### src/rtl/monitor_catraca_if.sv
// Bundle between the turnstile controller outputs and the monitor.
// The slave side is the monitor; the master side drives the controller nets.
interface monitor_catraca_if;
  logic [6:0] display;
  logic [1:0] ledVerde;
  logic [1:0] ledVermelho;
  logic [1:0] seletor;
  logic       limpaErro;
  logic [2:0] estadoAtual;
  logic       valido;
  logic       erro;
  logic [7:0] contEntradas;
  logic [7:0] contSaidas;
  logic [7:0] contAlarmes;
  logic [6:0] hexMonitor;

  modport slave (
    input  display, ledVerde, ledVermelho,
    input  seletor, limpaErro,
    output estadoAtual, valido, erro,
    output contEntradas, contSaidas, contAlarmes,
    output hexMonitor
  );

  modport master (
    output display, ledVerde, ledVermelho,
    output seletor, limpaErro,
    input  estadoAtual, valido, erro,
    input  contEntradas, contSaidas, contAlarmes,
    input  hexMonitor
  );
endinterface

### src/rtl/monitor_catraca.sv
// Rebuilds the turnstile controller state from its display/LED outputs,
// rejects 1-cycle glitches, flags illegal codes and counts events.
module monitor_catraca (
  input  logic clock,
  input  logic reset,
  monitor_catraca_if.slave bus
);

  localparam logic [10:0] S1_ILL = 11'h7FF;

  logic [10:0] s1_q;
  logic [3:0]  cand_q;
  logic [2:0]  est_q, est_d;
  logic        valido_q, valido_d;
  logic        erro_q, erro_d;
  logic [1:0]  run_q, run_d;
  logic [7:0]  ent_q, ent_d;
  logic [7:0]  sai_q, sai_d;
  logic [7:0]  ala_q, ala_d;
  logic [3:0]  dec;
  logic        acc;
  logic        evt;
  logic [3:0]  nib;

  // Returns {legal, state code}
  function automatic logic [3:0] decode(input logic [10:0] v);
    case (v)
      {7'b1111001, 2'b00, 2'b00}: decode = 4'b1000;
      {7'b0100100, 2'b01, 2'b00}: decode = 4'b1001;
      {7'b0110000, 2'b00, 2'b01}: decode = 4'b1010;
      {7'b0011001, 2'b10, 2'b10}: decode = 4'b1011;
      {7'b0010010, 2'b00, 2'b00}: decode = 4'b1100;
      default:                    decode = 4'b0000;
    endcase
  endfunction

  function automatic logic [6:0] hex7(input logic [3:0] n);
    case (n)
      4'h0: hex7 = 7'b1000000;
      4'h1: hex7 = 7'b1111001;
      4'h2: hex7 = 7'b0100100;
      4'h3: hex7 = 7'b0110000;
      4'h4: hex7 = 7'b0011001;
      4'h5: hex7 = 7'b0010010;
      4'h6: hex7 = 7'b0000010;
      4'h7: hex7 = 7'b1111000;
      4'h8: hex7 = 7'b0000000;
      4'h9: hex7 = 7'b0010000;
      4'hA: hex7 = 7'b0001000;
      4'hB: hex7 = 7'b0000011;
      4'hC: hex7 = 7'b1000110;
      4'hD: hex7 = 7'b0100001;
      4'hE: hex7 = 7'b0000110;
      default: hex7 = 7'b0001110;
    endcase
  endfunction

  function automatic logic [7:0] inc_sat(input logic [7:0] c);
    inc_sat = (c == 8'hFF) ? c : c + 8'd1;
  endfunction

  always_comb begin
    dec = decode(s1_q);
    acc = dec[3] & cand_q[3] & (dec[2:0] == cand_q[2:0]);
    evt = acc & (~valido_q | (dec[2:0] != est_q));
    est_d    = acc ? dec[2:0] : est_q;
    valido_d = valido_q | acc;
    ent_d = ent_q;
    sai_d = sai_q;
    ala_d = ala_q;
    if (evt) begin
      case (dec[2:0])
        3'b001:  ent_d = inc_sat(ent_q);
        3'b100:  sai_d = inc_sat(sai_q);
        3'b010:  ala_d = inc_sat(ala_q);
        default: ;
      endcase
    end
    if (dec[3])
      run_d = 2'd0;
    else
      run_d = (run_q == 2'd3) ? run_q : run_q + 2'd1;
    // Set beats clear when both happen on one edge
    erro_d = (run_d == 2'd3) | (erro_q & ~bus.limpaErro);
  end

  always_ff @(posedge clock or posedge reset) begin
    if (reset) begin
      s1_q     <= S1_ILL;
      cand_q   <= 4'b0000;
      est_q    <= 3'b000;
      valido_q <= 1'b0;
      erro_q   <= 1'b0;
      run_q    <= 2'd0;
      ent_q    <= 8'd0;
      sai_q    <= 8'd0;
      ala_q    <= 8'd0;
    end else begin
      s1_q     <= {bus.display, bus.ledVerde, bus.ledVermelho};
      cand_q   <= dec;
      est_q    <= est_d;
      valido_q <= valido_d;
      erro_q   <= erro_d;
      run_q    <= run_d;
      ent_q    <= ent_d;
      sai_q    <= sai_d;
      ala_q    <= ala_d;
    end
  end

  always_comb begin
    case (bus.seletor)
      2'b00:   nib = ent_q[3:0];
      2'b01:   nib = sai_q[3:0];
      2'b10:   nib = ala_q[3:0];
      default: nib = {1'b0, est_q} + 4'd1;
    endcase
    if (bus.seletor == 2'b11 && !valido_q)
      bus.hexMonitor = 7'b0111111;
    else
      bus.hexMonitor = hex7(nib);
  end

  assign bus.estadoAtual  = est_q;
  assign bus.valido       = valido_q;
  assign bus.erro         = erro_q;
  assign bus.contEntradas = ent_q;
  assign bus.contSaidas   = sai_q;
  assign bus.contAlarmes  = ala_q;

endmodule

### src/flat_wrapper.sv
// flat-port wrapper written by rule: the top's interface ports become plain ports
module monitor_catraca_flat 
  (clock, reset, bus_display, bus_ledVerde, bus_ledVermelho, bus_seletor, bus_limpaErro, bus_estadoAtual, bus_valido, bus_erro, bus_contEntradas, bus_contSaidas, bus_contAlarmes, bus_hexMonitor);
  monitor_catraca_if bus_i ();
  input  logic clock;
  input  logic reset;
  input wire logic [$bits(bus_i.display)-1:0] bus_display;
  input wire logic [$bits(bus_i.ledVerde)-1:0] bus_ledVerde;
  input wire logic [$bits(bus_i.ledVermelho)-1:0] bus_ledVermelho;
  input wire logic [$bits(bus_i.seletor)-1:0] bus_seletor;
  input wire logic [$bits(bus_i.limpaErro)-1:0] bus_limpaErro;
  output wire logic [$bits(bus_i.estadoAtual)-1:0] bus_estadoAtual;
  output wire logic [$bits(bus_i.valido)-1:0] bus_valido;
  output wire logic [$bits(bus_i.erro)-1:0] bus_erro;
  output wire logic [$bits(bus_i.contEntradas)-1:0] bus_contEntradas;
  output wire logic [$bits(bus_i.contSaidas)-1:0] bus_contSaidas;
  output wire logic [$bits(bus_i.contAlarmes)-1:0] bus_contAlarmes;
  output wire logic [$bits(bus_i.hexMonitor)-1:0] bus_hexMonitor;
  assign bus_i.display = bus_display;
  assign bus_i.ledVerde = bus_ledVerde;
  assign bus_i.ledVermelho = bus_ledVermelho;
  assign bus_i.seletor = bus_seletor;
  assign bus_i.limpaErro = bus_limpaErro;
  assign bus_estadoAtual = bus_i.estadoAtual;
  assign bus_valido = bus_i.valido;
  assign bus_erro = bus_i.erro;
  assign bus_contEntradas = bus_i.contEntradas;
  assign bus_contSaidas = bus_i.contSaidas;
  assign bus_contAlarmes = bus_i.contAlarmes;
  assign bus_hexMonitor = bus_i.hexMonitor;
  monitor_catraca u_core (.clock(clock), .reset(reset), .bus(bus_i));
endmodule
### config.mk
export PLATFORM = sky130hd
export DESIGN_NAME = monitor_catraca_flat
export DESIGN_NICKNAME = d
export VERILOG_FILES = /design/src/rtl/monitor_catraca_if.sv /design/src/rtl/monitor_catraca.sv /design/src/flat_wrapper.sv
export SDC_FILE = /design/constraint.sdc
export NUM_CORES = 1
export LEC_CHECK = 0
export ABC_AREA = 1
export CAP_MARGIN = 15
export CORE_ASPECT_RATIO = 1.4
export CORE_MARGIN = 5
export CORE_UTILIZATION = 45
export DETAILED_ROUTE_END_ITERATION = 10
export PLACE_DENSITY_LB_ADDON = 0.12
export SLEW_MARGIN = 10
export SYNTH_ARGS = -nofsm -noshare
export SYNTH_HDL_FRONTEND = slang
export SYNTH_SLANG_ARGS = --single-unit
### constraint.sdc
create_clock -name clock -period 3.4 [get_ports clock]
set_input_delay 0.85 -clock clock [delete_from_list [all_inputs] [get_ports clock]]
set_output_delay 0.85 -clock clock [all_outputs]
set_load 0.02 [all_outputs]
==> impl_metrics.toml, run 1 <==
[clock_tree]
ctsHtreeMaxLevel = 2
worst_skew_pair.late_latency_ns = 0.30
clkTransAtPathRegs_ns = 0.08
buffer_count_from_post_cts_setup_fixing = 0
cts_root_buffer = "clkbuf_8"
numCtsBuffers = 5
cts-root-to-sink-buffers = 2
tritoncts = "yes"
clock_sink_count = 46

[power]
ir_drop_mv = 0.195
comb_power_share_pct = 9.6
power_density_nw_per_um2 = 279
power_frac_clock_pct = 34.3
power.leakage_nw = 1.81
internal_power_uw = 748
sequentialPowerShare_pct = 56.1
switchingPower_uw = 258
switching_share_pct = 25.6

[critical_path]
worst-endpoint-required_ns = 2.55
startpoint_type = "primary input"
timing.setup.critical_path_class = "in -> out"
worstPathArrival_ns = 2.42
path_max_fanout = 8
worst-r2r-setup-slack_ns = 1.11
critical_path.endpoint_type = "primary output"

[floorplan]
starting_density_pct = 46.0
die_width_um = 77.4
rows = 34
placeableCoreArea_um2 = 6210
boundaryPins = 52
die-area_um2 = 8070
dieHeight_um = 104

[synthesis]
number_of_nets_produced_by_synthesis = 392
synthCells = 366
postSynth.topFlopCell = "dfrtp_1"
synth-async-reset-ratio_pct = 100
netlist_area_pre_place_um2 = 2860
syn_avg_cell_area_um2 = 7.81
postSynthRegisterBits = 46
ys_types = 34
synth_sequential_area_ratio_pct = 40.7
yosysWarningCount = 0
synth-edff-count = 0

[finish]
sequential_cell_area_um2 = 1160
layout.core_utilization_pct = 58.1
number_of_fill_cells = 583
instances_no_fill = 506
num_antenna_cells = 0
area.growth.synth_to_final_pct = 26.2
share_of_final_layout_standard_cells_stronger_than_drive_strength_1_pct = 16.6
nets_finish = 459
multi_input_area_um2 = 1500

[routing]
via_count = 2663
first_pass_iters = 4
post-route-drc-count = 0
post_drt_wl_per_cell_um = 13.4
via_per_inst = 5.26
drt-total-wl_mm = 6.79
ant_nets = 0
dr.first_iter.drc_count = 118

[grt]
globalRouteOverflowTotal = 0
grt_antenna_before_repair = 0
grt_pass1_vias = 2664
all_layer_gr_usage_pct = 17.2
grt_max_degree = 35
grt_pass1_wl_mm = 11.7

[timing]
period_minus_slack_ns = 3.27
hold_violations = 0
maxClockFrequency_mhz = 306
post-route-period-util_pct = 96.3
unrepaired_setup_endpoints_after_global_routing = "false"
final.setup_skew_ns = 0.0100
timing.final.max_slew_violations = 0
transition_time_of_the_tightest_slew_check_pin_ns = 0.871
final.setup.tns_ns = 0
post-route-worst-setup-slack_ns = 0.127
maxSlewHeadroom_pct = 41.6
setup_viol = 0

[placement]
dpl.hpwl_mm = 5.05
place_congestion = 0.888
place_inst = 498
port-buffer-count = 51
detailedPlace.worstSlack_ns = -0.687

[status]
run_status = "complete, no violations"

[job]
max_cap_viol_count = 0

[min_path]
timing.hold.worst.class = "reg -> reg"
[power by group through the flow]
stage	Combinational [mW]	Sequential (mW)	Clock, mW
after floorplan	0.0521	0.574	0
after global placement	0.101	0.575	0
after detailed placement	0.102	0.575	0
after CTS	0.0993	0.565	0.364
after global routing	0.107	0.566	0.386
final	0.0963	0.564	0.345
[worst paths after layout]
check | cells past startpoint | endpoint | start
max in group asynchronous | 3 | u_core.bus.contSaidas[0] | reset
min in group asynchronous | 2 | u_core.cand_q[0] | reset
setup / recovery | 10 | bus_hexMonitor[1] | bus_seletor[1]
hold / removal | 1 | u_core.run_q[0] | u_core.run_q[0]
hold reg to reg | 1 | u_core.run_q[0] | u_core.run_q[0]
setup reg to reg | 11 | u_core.bus.contAlarmes[0] | u_core.s1_q[0]
[registers in the layout, summed over array words and instances (netlist names)]
register	count
u_core.cand_q	4
u_core.run_q	2
u_core.bus.valido	1
u_core.bus.contAlarmes	8
u_core.bus.erro	1
u_core.bus.estadoAtual	3
u_core.bus.contSaidas	8
u_core.bus.contEntradas	8
u_core.s1_q	11
[layout make-up]
class / count / share of cell area (%)
well taps: 72 / 2.50
clock inverters: 3 / 0.590
clock buffers: 5 / 1.91
multi-input cells: 271 / 41.6
inverters: 42 / 4.37
repair buffers: 67 / 16.8
flip-flops and latches: 46 / 32.3
[per-stage QoR]
stage | area (um^2) | power, mW | hold slack [ns]
floorplan | 2860 | 0.626 | 0.417
global placement | 3520 | 0.677 | 0.431
detailed placement | 3520 | 0.677 | 0.441
CTS | 3620 | 1.03 | 0.453
global route | 3610 | 1.06 | 0.480
finish | 3610 | 1.01 | 0.447
[critical path, stage by stage]
cell and delay [ns]:
clkdlybuf4s15_2 0.25, nor2_2 0.14, buf_4 0.12, nand2_1 0.05
nand3_1 0.12, inv_2 0.07, ha_1 0.31, nand3_1 0.09
nand3_1 0.08, dlygate4sd2_1 0.33
[cells in the final DEF, fill, tap and decap left out, drive strengths merged]
cell type,n
nor3,5
nand2,109
dfrtp,35
o311ai,1
clkdlybuf4s15,2
clkdlybuf4s50,42
nor2,37
dlygate4sd2,1
o22ai,1
nand3,38
buf,20
clkinv,2
dfstp,11
a31oi,6
or2,2
xnor2,2
inv,43
clkbuf,7
nand3b,1
o21ai,13
a21oi,3
nand4,26
o211ai,1
ha,10
xor2,16
[per-layer routing]
metal	vias up	share of wire [%]	global-route usage [%]	routed length [um]
met5	-	0	0	0
met3	10	4.3	3.47	291
met4	0	1.6	6.14	107
met2	74	51	29.6	3460
met1	1246	43	20.9	2930
li1	1333	-	-	-
[what timing repair did]
action	4_1_cts	5_1_grt
setup endpoints to repair	7	7
gates resized for setup	23	16
hold buffers	0	0
[Yosys cell counts, drive strengths merged (6+ instances only)]
cell   number  area share [%]
nand2     109              15
inv        41             5.4
nand3      38             8.1
nor2       37             6.0
dfrtp      35              31
nand4      26             5.7
xor2       16             4.9
o21ai      13             2.4
dfstp      11              10
ha         10             4.4
buf         7             2.1
a31oi       6             2.0
[logic make-up (layout without fill, tap and decap cells)]
kind of cell               Yosys count  in the layout  synth area share (%)
xor gates and xnor gates            18             18                  5.51
and+or+nand+nor                    218            218                  36.1
buffers and inverters               49            117                  7.57
DFF                                 46             46                  40.7
AOI/OAI and AO/OA                   25             25                  5.69
adders and majority gates           10             10                  4.38
Power figures use the tool's default switching activity.
==> run 2: changes to the inputs <==
Settings changed: CTS_CLUSTER_DIAMETER from default to 50.
==> results of run 2 <==
The final DEF is identical to that of run 1; final timing and power are the same.
==> run 3: changes to the inputs <==
Clock period 3.4 ns to 4.13 ns, I/O delays scaled along.
==> impl_metrics.toml, run 3 (synthesized netlist as in run 1, its figures left out) <==
[status]
run_status = "complete, no violations"

[finish]
max_flop_register = "u_core.s1_q"
area.growth.synth_to_final_pct = 26.5
most_frequent_cells_in_the_layout = "nand2_1 (107), clkdlybuf4s50_1 (42), inv_1 (38)"
flip_flop_count_of_the_largest_register_all_copies_and_words_added = 11
most_common_cell_after_layout_fill_and_taps_aside = "nand2_1"
num_antenna_cells = 0
nets_finish = 453
number_of_fill_cells = 590
share_of_final_layout_standard_cells_stronger_than_drive_strength_1_pct = 12.6
fin_area_um2 = 3620

[routing]
via_count = 2593
post_drt_wl_per_cell_um = 13.4
via_per_inst = 5.19
dr.first_iter.drc_count = 104
first_pass_iters = 4
drt-total-wl_mm = 6.68
post-route-drc-count = 0
ant_nets = 0

[clock_tree]
clkTransAtPathRegs_ns = 0.08
cts_hold_buf = 0
ctsHtreeMaxLevel = 2
worst_skew_pair.late_latency_ns = 0.31
clock_sink_count = 46
buffer_count_from_post_cts_setup_fixing = 0
numCtsBuffers = 5
cts_root_buffer = "clkbuf_8"
cts-root-to-sink-buffers = 2
tritoncts = "yes"

[grt]
grt_pass1_vias = 2510
grt_antenna_before_repair = 0
globalRouteOverflowTotal = 0
grt_max_degree = 35
grt_pass1_wl_mm = 11.7
all_layer_gr_usage_pct = 17.4

[floorplan]
starting_density_pct = 46.0
dieHeight_um = 104
die-area_um2 = 8070
boundaryPins = 52
placeableCoreArea_um2 = 6210
rows = 34
die_width_um = 77.4

[critical_path]
critical_path.endpoint_type = "primary output"
worst-endpoint-required_ns = 3.10
path_max_fanout = 6
worstPathArrival_ns = 2.89
startpoint_type = "primary input"
timing.setup.critical_path_class = "in -> out"

[timing]
post-route-period-util_pct = 95.0
transition_time_of_the_tightest_slew_check_pin_ns = 0.910
final.setup.tns_ns = 0
maxClockFrequency_mhz = 255
final.setup_skew_ns = 0.0108
hold_violations = 0
setup_viol = 0
maxSlewHeadroom_pct = 39.0
timing.final.max_slew_violations = 0
period_minus_slack_ns = 3.92
final_hold_slack_ns = 0.450
unrepaired_setup_endpoints_after_global_routing = "false"

[placement]
port-buffer-count = 51
place_congestion = 0.888
dpl.hpwl_mm = 4.87
dpl-instance-area_um2 = 3480

[job]
max_cap_viol_count = 0

[power]
power_density_nw_per_um2 = 258
post-layout-total-power_uw = 933
power.leakage_nw = 1.82
ir_drop_mv = 0.191

[min_path]
timing.hold.worst.class = "reg -> reg"
-- run 3: changes by cell type in the layout (fill, tap and decap cells not counted), moves of 2 or more --
cell            previous run  this run
dlygate4sd2_1              1         5
inv_2                      4         2
inv_1                     36        38
buf_2                      3         0
clkbuf_2                   2         0
inv_4                      2         0
buf_4                     17        10
dlymetal6s2s_1             0         2
-- run 3: stage by stage --
| step | setup WS, ns | utilization, % | cells |
|---|---|---|---|
| floorplan | 0.299 | - | 366 |
| global placement | -0.297 | 56.0 | 492 |
| detailed placement | -0.321 | 56.0 | 492 |
| CTS | 0.00822 | 58.1 | 500 |
| global route | 0.0149 | 58.2 | 500 |
| finish | 0.208 | 58.2 | 500 |
-- run 3: area by class of cell --
class	instances	area (um^2)	share of cell area (%)
multi-input combinational	271	1480	40.9
sequential	46	1160	32.2
timing repair buffer	61	586	16.2
inverter	42	158	4.36
clock buffer	7	108	2.98
tap	72	90.1	2.49
clock inverter	1	30.0	0.830
-- run 3: what timing repair did --
action / 4_1_cts / 5_1_grt
cloned: 0 / 0
resized for setup: 10 / 3
endpoints found under the setup margin: 7 / 2
pin swaps: 0 / 0
-- run 3: final timing paths --
check | depth (start not counted) | end | from | slack [ns]
max | 11 | bus_hexMonitor[0] | bus_seletor[1] | 0.21
min | 1 | u_core.run_q[0] | u_core.run_q[0] | 0.45
max reg2reg | 11 | u_core.bus.contAlarmes[1] | u_core.s1_q[0] | 1.82
min reg2reg | 1 | u_core.run_q[0] | u_core.run_q[0] | 0.45
max in group asynchronous | 3 | u_core.s1_q[4] | reset | 2.22
min in group asynchronous | 2 | u_core.bus.contEntradas[7] | reset | 1.11
-- run 3: report_power, final --
part	switching (mW)	internal (mW)	total, mW
clock	0.158	0.234	0.392
combinational	0.0444	0.0325	0.0769
sequential	0.00442	0.460	0.465
-- run 3: worst max-delay path, cell delays in order --
cell           delay, ns
dlygate4sd2_1       0.32
buf_4               0.17
nand3_1             0.08
a31oi_1             0.22
buf_4               0.15
ha_1                0.18
inv_1               0.05
nor2_1              0.16
o21ai_0             0.10
nand3_1             0.09
dlygate4sd2_1       0.33
-- run 3: layer usage --
layer	vias to the layer above	share of wire (%)	wire length, um	GRT usage (%)
met3	7	3.1	207	3.47
met1	1216	44	2960	22.3
met4	0	1.4	94	5.53
li1	1322	-	-	-
met5	-	0	0	0
met2	48	51	3420	29.1
